### src/rtl/core_ctrl.sv
// rtl/core_ctrl.sv - attention-pass instruction sequencer driving the core inst word
module core_ctrl #(
    parameter int col   = 8,
    parameter int len   = 8,
    parameter int drain = 16
) (
    input  logic        clk,
    input  logic        reset,
    input  logic        start,
    input  logic        hold,
    output logic [31:0] inst,
    output logic        mem_req,
    output logic        mem_sel,
    output logic [3:0]  mem_addr,
    output logic        busy,
    output logic        done
);

    localparam logic [3:0] S_IDLE  = 4'd0;
    localparam logic [3:0] S_QWR   = 4'd1;
    localparam logic [3:0] S_KWR   = 4'd2;
    localparam logic [3:0] S_KLOAD = 4'd3;
    localparam logic [3:0] S_QEXE  = 4'd4;
    localparam logic [3:0] S_DRAIN = 4'd5;
    localparam logic [3:0] S_OFRD  = 4'd6;
    localparam logic [3:0] S_NORM  = 4'd7;
    localparam logic [3:0] S_DONE  = 4'd8;

    logic [3:0]  state;
    logic [15:0] cnt;
    logic [15:0] last_cnt;
    logic [3:0]  addr;
    logic [31:0] inst_raw;
    logic        req_raw;
    logic        sel_raw;

    assign addr = cnt[3:0];

    // KLOAD and QEXE carry one extra tail cycle for the SRAM read latency
    always_comb begin
        last_cnt = 16'd0;
        case (state)
            S_QWR:   last_cnt = 16'(len - 1);
            S_KWR:   last_cnt = 16'(col - 1);
            S_KLOAD: last_cnt = 16'(col);
            S_QEXE:  last_cnt = 16'(len);
            S_DRAIN: last_cnt = 16'(drain - 1);
            S_OFRD:  last_cnt = 16'(len - 1);
            S_NORM:  last_cnt = 16'(len - 1);
            default: last_cnt = 16'd0;
        endcase
    end

    always_ff @(posedge clk or posedge reset) begin
        if (reset) begin
            state <= S_IDLE;
            cnt   <= 16'd0;
        end else if (!hold) begin
            case (state)
                S_IDLE: begin
                    cnt <= 16'd0;
                    if (start)
                        state <= S_QWR;
                end
                S_QWR, S_KWR, S_KLOAD, S_QEXE, S_DRAIN, S_OFRD, S_NORM: begin
                    if (cnt == last_cnt) begin
                        cnt   <= 16'd0;
                        state <= state + 4'd1;
                    end else begin
                        cnt <= cnt + 16'd1;
                    end
                end
                default: begin
                    state <= S_IDLE;
                    cnt   <= 16'd0;
                end
            endcase
        end
    end

    always_comb begin
        inst_raw = 32'd0;
        req_raw  = 1'b0;
        sel_raw  = 1'b0;
        case (state)
            S_QWR: begin
                inst_raw[4]     = 1'b1;
                inst_raw[15:12] = addr;
                req_raw         = 1'b1;
            end
            S_KWR: begin
                inst_raw[2]     = 1'b1;
                inst_raw[15:12] = addr;
                req_raw         = 1'b1;
                sel_raw         = 1'b1;
            end
            S_KLOAD: begin
                inst_raw[6] = 1'b1;
                if (cnt < 16'(col)) begin
                    inst_raw[3]     = 1'b1;
                    inst_raw[15:12] = addr;
                end
            end
            S_QEXE: begin
                inst_raw[7] = 1'b1;
                if (cnt < 16'(len)) begin
                    inst_raw[5]     = 1'b1;
                    inst_raw[15:12] = addr;
                end
            end
            S_OFRD: begin
                inst_raw[16]   = 1'b1;
                inst_raw[0]    = 1'b1;
                inst_raw[18]   = 1'b1;
                inst_raw[11:8] = addr;
            end
            S_NORM: begin
                inst_raw[19]   = 1'b1;
                inst_raw[20]   = 1'b1;
                inst_raw[11:8] = addr;
            end
            default: begin
                inst_raw = 32'd0;
            end
        endcase
    end

    // hold bubbles every instruction output but leaves busy visible
    assign inst     = hold ? 32'd0 : inst_raw;
    assign mem_req  = req_raw & ~hold;
    assign mem_sel  = sel_raw & ~hold;
    assign mem_addr = mem_req ? inst[15:12] : 4'd0;
    assign busy     = (state != S_IDLE);
    assign done     = (state == S_DONE) & ~hold;

endmodule

### config.mk
export PLATFORM = sky130hd
export DESIGN_NAME = core_ctrl
export DESIGN_NICKNAME = d
export VERILOG_FILES = /design/src/rtl/core_ctrl.sv
export SDC_FILE = /design/constraint.sdc
export NUM_CORES = 1
export LEC_CHECK = 0
export BUFFER_PORTS_ARGS = -buffer_cell sky130_fd_sc_hd__clkbuf_2
export CORE_UTILIZATION = 40
export CTS_CLUSTER_DIAMETER = 200
export DETAILED_ROUTE_END_ITERATION = 8
export GPL_ROUTABILITY_DRIVEN = 0
export HOLD_SLACK_MARGIN = 0.1
export RECOVER_POWER = 50
export SYNTH_ARGS = -nofsm -noshare
export SYNTH_HDL_FRONTEND = slang
export SYNTH_SLANG_ARGS = --single-unit
### constraint.sdc
create_clock -name clk -period 5.05 [get_ports clk]
set_input_delay 0.505 -clock clk [delete_from_list [all_inputs] [get_ports clk]]
set_output_delay 0.505 -clock clk [all_outputs]
set_load 0.03 [all_outputs]
==> impl_results.md, run 1 <==
- Reg-to-Reg End: state[2]
- Max Clk Rate: around 0.38 GHz
- Die width: between 60 and 70 microns
- Crit Path Class: reg -> reg
- Post-CTS Setup Inserts: 0
- Core area: 0.00366 sq mm
- Max FO, Critical Path: 10
- Commonest non-fill, non-tap cell in the layout: nor2_1
- Count of nets after finishing: between 200 and 250
- Post_cts resized: 0
- Crit end category: register
- FF-to-FF path depth: 7
- Peak supply drop: 0.182 mV
- Clock Path Buffers: 2
- CTS tree: done
- Clock slew at reported path FFs: ~0.08 ns
- Power density over the cells: 430 mW/mm^2
- Internal cell power: 0.393 mW
- Setup TNS: 0 ns
- Antenna-violating nets left: 0
- First-pass GRT wire length: roughly 5300 microns
- Worst Path Required: 5.25 ns
- Initial core utilization: a little over two fifths
- Ports: 44
- Worst-Margin Slew: between 0.8 and 0.9 ns
- Max-cap violation count: 0
- Flop pwr share: between 30% and 40%
- Comb pwr share: ~47%
- Ys flop type: dfrtp_1
- Synth unique cells: between 40 and 50
- Clk sinks: 20
- H-tree depth: 1
- Pin count of the biggest net entering global routing: 22
- DR WL/cell: ~13 microns
- DP HPWL: approximately 2400 microns
- # rows: 22
- FF-to-FF Start: state[0]
- Worst skew pair latency: between 0.2 and 0.3 ns
- Worst Path Arrival: between 2 and 3 ns
- Yosys warnings: 0
- Commonest cells after routing, fill and taps aside: nor2_1 (32), clkbuf_2 (21), dfrtp_1 (20), conb_1 (13), clkbuf_1 (9)
- Total track usage: 16.6%
- RSZ-0062 raised after global routing: no
- Layout cells sized above 1: between 10 and 15%
- Total wire length: between 3000 and 4000 microns
- Via density: just over 5
- Outcome: finished, final reports clean
- Slew Viols, Final: 0
- Grt ovf: 0
- Post-synth EDFFs: 0
- Die height: between 60 and 70 microns
- HP Class: in -> async
- Worst setup SP type: register
- Post-route clock period utilization: between 50% and 60%
- Sw Share: between 40% and 50%
- Rel. slew slack: 46.6%
- Drt drc: 0
- Finish-stage setup viols: 0
- DR pass1 iterations: 4
- Async SR Flop Fraction: between 90% and 100%
- Sequential area share after synthesis: 32.8%
- Pleak: approximately 0.78 nW
- Synth Area per Inst: 8.53 sq um
- Post-synthesis cell count: 179
- Worst Setup SP: state[0]
- R2R setup slack: ~2.4 ns
- Worst Skew: 0.00346 ns
- Clk root buf: clkbuf_8
- Clk network pwr share: a little under a quarter
- Sw Pwr: 0.320 mW
- N_diodes: 0
- Num CTS Buffers: 3
- DIE AREA: around 0.0041 sq mm
- Post-route setup slack: around 2.4 ns
- Port Buffer Count: 30
- Post-synthesis register bit count: 20
- Fin. Hold Viols: 0
- Hold buffers post-CTS: 0
- Minimum clock period: 2.61 ns
- DRT iter0 DRCs: 44
- Place WS: between 2 and 3 ns
- Initial antenna violation count: 0
- Layout area overhead: 8.35%
- Netlist Area Pre-Place: 0.00153 sq mm
- Vias: 1259
- Number of global-route vias before repair: ~1100
## how the worst max path moves through the flow
stage,to,depth (start not counted)
floorplan,done,3
global placement,cnt[6],6
detailed placement,cnt[8],6
CTS,inst[13],7
global route,cnt[13],6
finish,state[2],7
## layer usage
metal	global-route usage, %	vias up	part of all wire, %
li1	-	631	-
met5	0	-	0
met4	1.70	0	0.31
met2	26.3	27	48
met1	23.7	599	49
met3	3.75	2	3.0
## kinds of logic (layout without fill, tap and decap cells)
group           after synthesis  in the layout  share of synthesized area, %
compound gates               20             20                          11.7
xor+xnor                     11             11                          6.31
fa+ha+maj                     5              5                          4.10
buf+inv                      29             40                          11.8
flops                        20             20                          32.8
mux                           1              1                         0.655
other cells                   1             13                         0.245
simple gates                 92             92                          32.4
## critical path, stage by stage (launching register included)
cell and delay (ns):
dfrtp_1 0.42, inv_1 0.10, ha_1 0.27, a211oi_1 0.51
o21a_1 0.18, o2111ai_1 0.37, or4b_1 0.60, nand3_1 0.09
## power groups by stage
stage          registers (mW)  logic, mW  clock network (mW)
3_5_place_dp            0.221      0.359                   0
6_report                0.217      0.335               0.161
3_3_place_gp            0.220      0.350                   0
2_1_floorplan           0.200      0.319                   0
4_1_cts                 0.218      0.359               0.163
5_1_grt                 0.222      0.370               0.172
## flip-flops by register name, summed over array words and instances, names as in the netlist
name and count:
cnt 16, state 4
## through the flow
stage / util [%] / cell area [sq um] / hold slack [ns] / cells / power [mW]
after floorplan: - / 1570 / 0.469 / 191 / 0.519
after global placement: 44.4 / 1630 / 0.539 / 246 / 0.570
after detailed placement: 44.4 / 1630 / 0.543 / 246 / 0.580
after CTS: 46.3 / 1700 / 0.375 / 250 / 0.741
after global routing: 45.2 / 1660 / 0.422 / 250 / 0.764
final: 45.2 / 1660 / 0.344 / 250 / 0.712
## synth_stat cells (all sizes together), types with 2 or more instances
cell     n  share of area (%)
nand2    8                2.0
nand3    8                2.6
nor3    10                3.9
nand2b   4                1.6
nand4b   2                1.1
o21ai    3               0.98
o211ai   2               0.98
nor2    32                7.9
ha       5                4.1
and2     3                1.2
clkbuf   5                1.2
dfrtp   20                 33
inv      6                1.5
nor4     3                1.2
and3     8                3.3
a21oi    4                1.3
xnor2    4                2.3
xor2     7                4.0
nor2b    3                1.2
nor3b    2                1.7
buf     18                9.1
nand4    2               0.82
## cell type report
cell class	count	area, sq um
Fill cell	367	2010
Multi-Input combinational cell	142	862
Sequential cell	20	500
Timing Repair Buffer	30	139
Tap cell	48	60.1
Clock buffer	3	41.3
Clock inverter	1	30.0
Inverter	6	22.5
Note: power is estimated with default switching activity, not from simulation.
==> run 2, diff against run 1 <==
==> constraint.sdc (replaced) <==
create_clock -name clk -period 2.5 [get_ports clk]
set_input_delay 0.25 -clock clk [delete_from_list [all_inputs] [get_ports clk]]
set_output_delay 0.25 -clock clk [all_outputs]
set_load 0.03 [all_outputs]
==> run 2 against run 1 <==
Critical path depth down 1. Utilization up 0.62 points. Combinational power up 120%. Clock power up 50%. Count of clock-buffer cells in the layout up 1. Register-to-register slack worse by 2.1 ns. Sequential share of layout area down 0.41 points. Hold slack worse by 0.24 ns. Global-route usage up 0.55 points. Via count up 1.6%. First-iteration DRC count up 59%. Clock skew up 0.0030 ns.
==> impl_results.md, run 2 (synthesis results as in run 1) <==
- Internal cell power: 0.751 mW (was 0.393 mW)
- Critical path's largest stage delay: 0.41 ns (was 0.60 ns)
- Num CTS Buffers: 3 (unchanged)
- Delay-heaviest family, CP: simple AND/OR/NAND/NOR gates (was compound AO/OA/AOI/OAI gates)
- Outcome: finished, final reports clean (unchanged)
- Commonest cells after routing, fill and taps aside: nor2_1 (32), clkbuf_2 (22), dfrtp_1 (20), conb_1 (13), clkbuf_1 (10) (was nor2_1 (32), clkbuf_2 (21), dfrtp_1 (20), conb_1 (13), clkbuf_1 (9))
- Vias: 1279 (was 1259)
- Crit path capture: mem_addr[1] (was state[2])
- Worst Skew: 0.00648 ns (was 0.00346 ns)
- Placed insts: 248 (was 246)
- Worst Setup SP: state[1] (was state[0])
- Post_cts resized: 0 (unchanged)
- Layout cells sized above 1: 16.2% (was 14.9%)
- Die width: 63.8 microns (unchanged)
- Via density: 5.08 (was 5.04)
- Clk sinks: 20 (unchanged)
- Multi-input logic area: 892 sq um (was 862 sq um)
- Worst skew pair latency: 0.26 ns (about the same)
- Clk root buf: clkbuf_8 (unchanged)
- Max reg flops: 16 (unchanged)
- Max FO, Critical Path: 5 (was 10)
- Worst Path Required: 2.25 ns (was 5.25 ns)
- Slowest cell on crit path: dfrtp_1 (was or4b_1)
- Sequential cell area: 500 sq um (unchanged)
- Antenna-violating nets left: 0 (unchanged)
- Post-Layout Cell Count: 252 (was 250)
- CP Depth: 6 (was 7)
- DRT iter0 DRCs: 70 (was 44)
- N_diodes: 0 (unchanged)
- Finish-stage setup viols: 0 (unchanged)
- DR WL/cell: 12.9 microns (was 12.8 microns)
- Worst setup SP type: register (unchanged)
- Crit-path most repeated cell: nor2_1
- Max Clk Rate: about 0.44 GHz
- Count of nets after finishing: 214 (was 212)
- R2R setup slack: 0.32 ns (was 2.44 ns)
- Power density over the cells: 842 mW/mm^2 (was 430 mW/mm^2)
- Grt ovf: 0 (unchanged)
- CTS tree: done (unchanged)
- Drt drc: 0 (unchanged)
- Total track usage: 17.2% (was 16.6%)
- Minimum clock period: 2.25 ns
- Post-layout util: 45.8% (was 45.2%)
- Initial antenna violation count: 0 (unchanged)
- Setup TNS: 0 ns (unchanged)
- HP Class: in -> async (unchanged)
- Crit path cell chain: inv_1, ha_1, nor2_1, or3_1, nor2_1, clkbuf_2 (was inv_1, ha_1, a211oi_1, o21a_1, o2111ai_1, or4b_1, nand3_1)
- Max-cap violation count: 0 (unchanged)
- Port Buffer Count: 30 (unchanged)
- Clock slew at reported path FFs: 0.07 ns (was 0.08 ns)
- # rows: 22 (unchanged)
- Initial core utilization: 41.7% (unchanged)
- First-pass GRT wire length: 5520 microns (was 5320 microns)
- Crit Path Class: reg -> out (was reg -> reg)
- Die height: 63.8 microns (unchanged)
- Clock Path Buffers: 2 (unchanged)
- Commonest non-fill, non-tap cell in the layout: nor2_1 (unchanged)
- DR pass1 iterations: 4 (unchanged)
- Rel. slew slack: 48.2% (was 46.6%)
- Flop pwr share: 31.4% (was 30.5%)
- Post-route clock period utilization: 90.1%
- CP bufs+invs: 2 (was 1)
- DP HPWL: 2450 microns (was 2380 microns)
- Pleak: 0.788 nW (was 0.784 nW)
- Worst Path Arrival: 2.00 ns (was 2.80 ns)
- Crit end category: primary output (was register)
- Total wire length: 3240 microns (was 3210 microns)
- Hold buffers post-CTS: 0 (unchanged)
- Sw Pwr: 0.661 mW (was 0.320 mW)
- Sw Share: 46.8% (was 44.9%)
- H-tree depth: 1 (unchanged)
- Post-CTS Setup Inserts: 0 (unchanged)
- Registers with the most flip-flops: cnt (16), state (4) (unchanged)
- Clk network pwr share: 17.1% (was 22.6%)
- Largest register by flop count: cnt (unchanged)
- Slew Viols, Final: 0 (unchanged)
- Fin. Hold Viols: 0 (unchanged)
- Core area: 0.00366 sq mm (unchanged)
- Comb pwr share: 51.5% (was 47.0%)
- FF-to-FF path depth: 8 (was 7)
- DIE AREA: 0.00407 sq mm (unchanged)
- Worst-Margin Slew: 0.776 ns (was 0.800 ns)
- FF-to-FF Start: state[0] (unchanged)
- Layout area overhead: 9.83% (was 8.35%)
- Ports: 44 (unchanged)
- Pin count of the biggest net entering global routing: 22 (unchanged)
- Peak supply drop: 0.364 mV (was 0.182 mV)
- Reg-to-Reg End: cnt[13] (was state[2])
- Fillcell total: 368 (was 367)
- Number of global-route vias before repair: 1199 (was 1117)
- RSZ-0062 raised after global routing: no (unchanged)
[run 2: cell type report]
class	count	area share, %
Multi-Input combinational cell	142	53.2
Sequential cell	20	29.8
Clock buffer	4	3.28
Timing Repair Buffer	32	8.80
Tap cell	48	3.58
Inverter	6	1.34
[run 2: worst min-delay path by stage]
stage          start        to  slack [ns]  cells past startpoint
2_1_floorplan  reset    cnt[0]        0.21                      1
3_3_place_gp   reset  state[3]        0.40                      2
3_5_place_dp   reset   cnt[15]        0.40                      2
4_1_cts        reset  state[2]        0.13                      2
5_1_grt        reset  state[2]        0.17                      2
6_report       reset    cnt[8]        0.11                      2
[run 2: power groups by stage]
stage / clock, mW / sequential (mW) / combinational (mW)
after floorplan: 0 / 0.403 / 0.645
after global placement: 0 / 0.445 / 0.729
after detailed placement: 0 / 0.448 / 0.750
after CTS: 0.251 / 0.442 / 0.750
after global routing: 0.266 / 0.452 / 0.804
final: 0.242 / 0.443 / 0.727
[run 2: stage by stage]
step           setup slack [ns]  cell area [sq um]  power (mW)  hold slack [ns]
5_1_grt                  0.0953               1680        1.52            0.169
6_report                  0.247               1680        1.41            0.107
2_1_floorplan             0.489               1570        1.05            0.214
4_1_cts                   0.235               1700        1.44            0.129
3_5_place_dp              0.377               1640        1.20            0.404
3_3_place_gp              0.429               1640        1.17            0.398
[run 2: per-layer routing]
| layer | up-vias | wire length (microns) | track usage (%) |
|---|---|---|---|
| met5 | - | 0 | 0 |
| met4 | 0 | 32 | 3.13 |
| met3 | 2 | 131 | 3.21 |
| met2 | 36 | 1510 | 27.7 |
| met1 | 606 | 1560 | 24.0 |
| li1 | 635 | - | - |
==> run 3, diff against run 2 <==
--- a/config.mk
+++ b/config.mk
@@ -10,6 +10,7 @@
 export CTS_CLUSTER_DIAMETER = 200
 export DETAILED_ROUTE_END_ITERATION = 8
 export GPL_ROUTABILITY_DRIVEN = 0
+export GPL_TIMING_DRIVEN = 0
 export HOLD_SLACK_MARGIN = 0.1
 export RECOVER_POWER = 50
 export SYNTH_ARGS = -nofsm -noshare
==> constraint.sdc (replaced) <==
create_clock -name clk -period 2.3 [get_ports clk]
set_input_delay 0.23 -clock clk [delete_from_list [all_inputs] [get_ports clk]]
set_output_delay 0.23 -clock clk [all_outputs]
set_load 0.03 [all_outputs]
==> run 3 against run 2 <==
Non-clock buffer count grew 21. Total power grew 10%. Highest routed layer unchanged. Largest cell class unchanged. Clock power down 7%. Wire length decreased by 2.1%. Critical endpoint is now mem_req.
==> impl_results.md, run 3 (synthesis results as in run 1) <==
- Tot Pwr: 1.56 mW (was 1.41 mW)
- Num CTS Buffers: 3 (unchanged)
- DR WL/cell: 11.7 microns (was 12.9 microns)
- Clk sinks: 20 (unchanged)
- Registers with the most flip-flops: cnt (16), state (4) (unchanged)
- Drt drc: 0 (unchanged)
- Ports: 44 (unchanged)
- CP bufs+invs: 2 (unchanged)
- Post-route clock period utilization: between 90 and 100%
- FF-to-FF Start: state[0] (unchanged)
- Pleak: 0.875 nW (was 0.788 nW)
- Placed cell areas: 0.00178 sq mm (was 0.00164 sq mm)
- Final instance area: 0.00183 sq mm (was 0.00168 sq mm)
- Port Buffer Count: 30 (unchanged)
- Max-cap violation count: 0 (unchanged)
- Layout area overhead: 20.1% (was 9.83%)
- Commonest cells after routing, fill and taps aside: nor2_1 (32), clkbuf_2 (21), dfrtp_1 (20), buf_4 (17), clkbuf_1 (14) (was nor2_1 (32), clkbuf_2 (22), dfrtp_1 (20), conb_1 (13), clkbuf_1 (10))
- Worst Skew: 0.00692 ns (was 0.00648 ns)
- Core area: 0.00366 sq mm (unchanged)
- DP HPWL: 2400 microns (was 2450 microns)
- Die width: 63.8 microns (unchanged)
- CTS tree: done (unchanged)
- Worst Path Required: 2.07 ns (was 2.25 ns)
- # rows: 22 (unchanged)
- Critical path's largest stage delay: 0.48 ns (was 0.41 ns)
- Finish-stage setup viols: 0 (unchanged)
- Layout cells sized above 1: 24.6% (was 16.2%)
- Largest register by flop count: cnt (unchanged)
- HP Class: in -> async (unchanged)
- Commonest non-fill, non-tap cell in the layout: nor2_1 (unchanged)
- H-tree depth: 1 (unchanged)
- DIE AREA: 0.00407 sq mm (unchanged)
- Hold Worst Slack: 0.0770 ns (was 0.107 ns)
- Worst Setup SP: state[3] (was state[1])
- Total wire length: 3170 microns (was 3240 microns)
- Fillcell total: 378 (was 368)
- Crit Path Class: reg -> out (unchanged)
- Max Clk Rate: 0.464 GHz
- Grt ovf: 0 (unchanged)
- Crit end category: primary output (unchanged)
- Fin. Hold Viols: 0 (unchanged)
- Initial core utilization: 41.7% (unchanged)
- Number of global-route vias before repair: 1212 (was 1199)
- Die height: 63.8 microns (unchanged)
- Rel. slew slack: 49.5% (was 48.2%)
- Setup TNS: 0 ns (unchanged)
- Post-CTS Setup Inserts: 0 (unchanged)
- Post_cts resized: 0 (unchanged)
- Count of nets after finishing: 235 (was 214)
- Pin count of the biggest net entering global routing: 21 (was 22)
- Peak supply drop: 0.403 mV (was 0.364 mV)
- Outcome: finished, final reports clean (unchanged)
- Delay-heaviest family, CP: simple AND/OR/NAND/NOR gates (unchanged)
- Clock Path Buffers: 2 (unchanged)
- Power density over the cells: 850 mW/mm^2 (was 842 mW/mm^2)
- Clock slew at reported path FFs: 0.07 ns (about the same)
- Antenna-violating nets left: 0 (unchanged)
- Minimum clock period: ~2.2 ns
- Max FO, Critical Path: 10 (was 5)
- Vias: 1308 (was 1279)
- N_diodes: 0 (unchanged)
- Slowest cell on crit path: dfrtp_1 (unchanged)
- Clk root buf: clkbuf_8 (unchanged)
- Crit path cell chain: clkbuf_1, nor3_1, and2_1, or2_2, clkbuf_2 (was inv_1, ha_1, nor2_1, or3_1, nor2_1, clkbuf_2)
- Total track usage: 17.0% (was 17.2%)
- Via density: 4.81 (was 5.08)
- RSZ-0062 raised after global routing: no (unchanged)
- DR pass1 iterations: 4 (unchanged)
- Initial antenna violation count: 0 (unchanged)
- Hold buffers post-CTS: 0 (unchanged)
- Worst skew pair latency: 0.26 ns (about the same)
- Worst Path Arrival: 1.93 ns (was 2.00 ns)
- Slew Viols, Final: 0 (unchanged)
- DRT iter0 DRCs: 54 (was 70)
- Max reg flops: 16 (unchanged)
- Worst-Margin Slew: 0.757 ns (was 0.776 ns)
- First-pass GRT wire length: 5550 microns (was 5520 microns)
- Worst setup SP type: register (unchanged)
-- run 3: cell types whose count changed in the layout (fill, tap and decap cells not counted), moves of 3 or more --
cell      change
ha_1          -3
buf_4        +17
clkbuf_1      +4
ha_2          +3
-- run 3: per-layer routing --
metal  GRT usage (%)  share of wire (%)  vias to the layer above  wire [microns]
met1            24.7                 49                      596            1550
met4            1.99               0.50                        0              16
li1                -                  -                      679               -
met3            3.21                3.6                        4             113
met2            27.0                 47                       29            1490
met5               0                  0                        -               0
-- run 3: layout make-up --
type	count	area (sq um)	area share, %
well taps	48	60.1	3.27
flip-flops and latches	20	500	27.3
plain buffers	23	158	8.59
repair buffers	30	139	7.57
clock buffers	3	41.3	2.25
inverters	6	22.5	1.23
multi-input cells	142	913	49.8
-- run 3: final timing paths --
check / endpoint / slack (ns) / cells past startpoint
setup / recovery: mem_req / 0.14 / 5
min in group clk: state[1] / 0.48 / 4
hold reg to reg: cnt[15] / 0.56 / 2
max in group asynchronous: cnt[9] / 1.74 / 2
setup reg to reg: state[2] / 0.18 / 7
hold / removal: state[3] / 0.08 / 2
-- run 3: where the power goes --
| group | internal (mW) | total, mW | switching, mW |
|---|---|---|---|
| logic | 0.323 | 0.889 | 0.566 |
| registers | 0.392 | 0.446 | 0.0542 |
| clock network | 0.117 | 0.224 | 0.107 |
-- run 3: stage by stage --
step                      setup slack (ns)  instances  util (%)
after floorplan                      0.309        191         -
after global placement              0.0621        269      48.7
after detailed placement             0.105        269      48.7
after CTS                           0.0646        272      49.8
after global routing               0.00177        272      50.1
final                                0.144        272      50.1
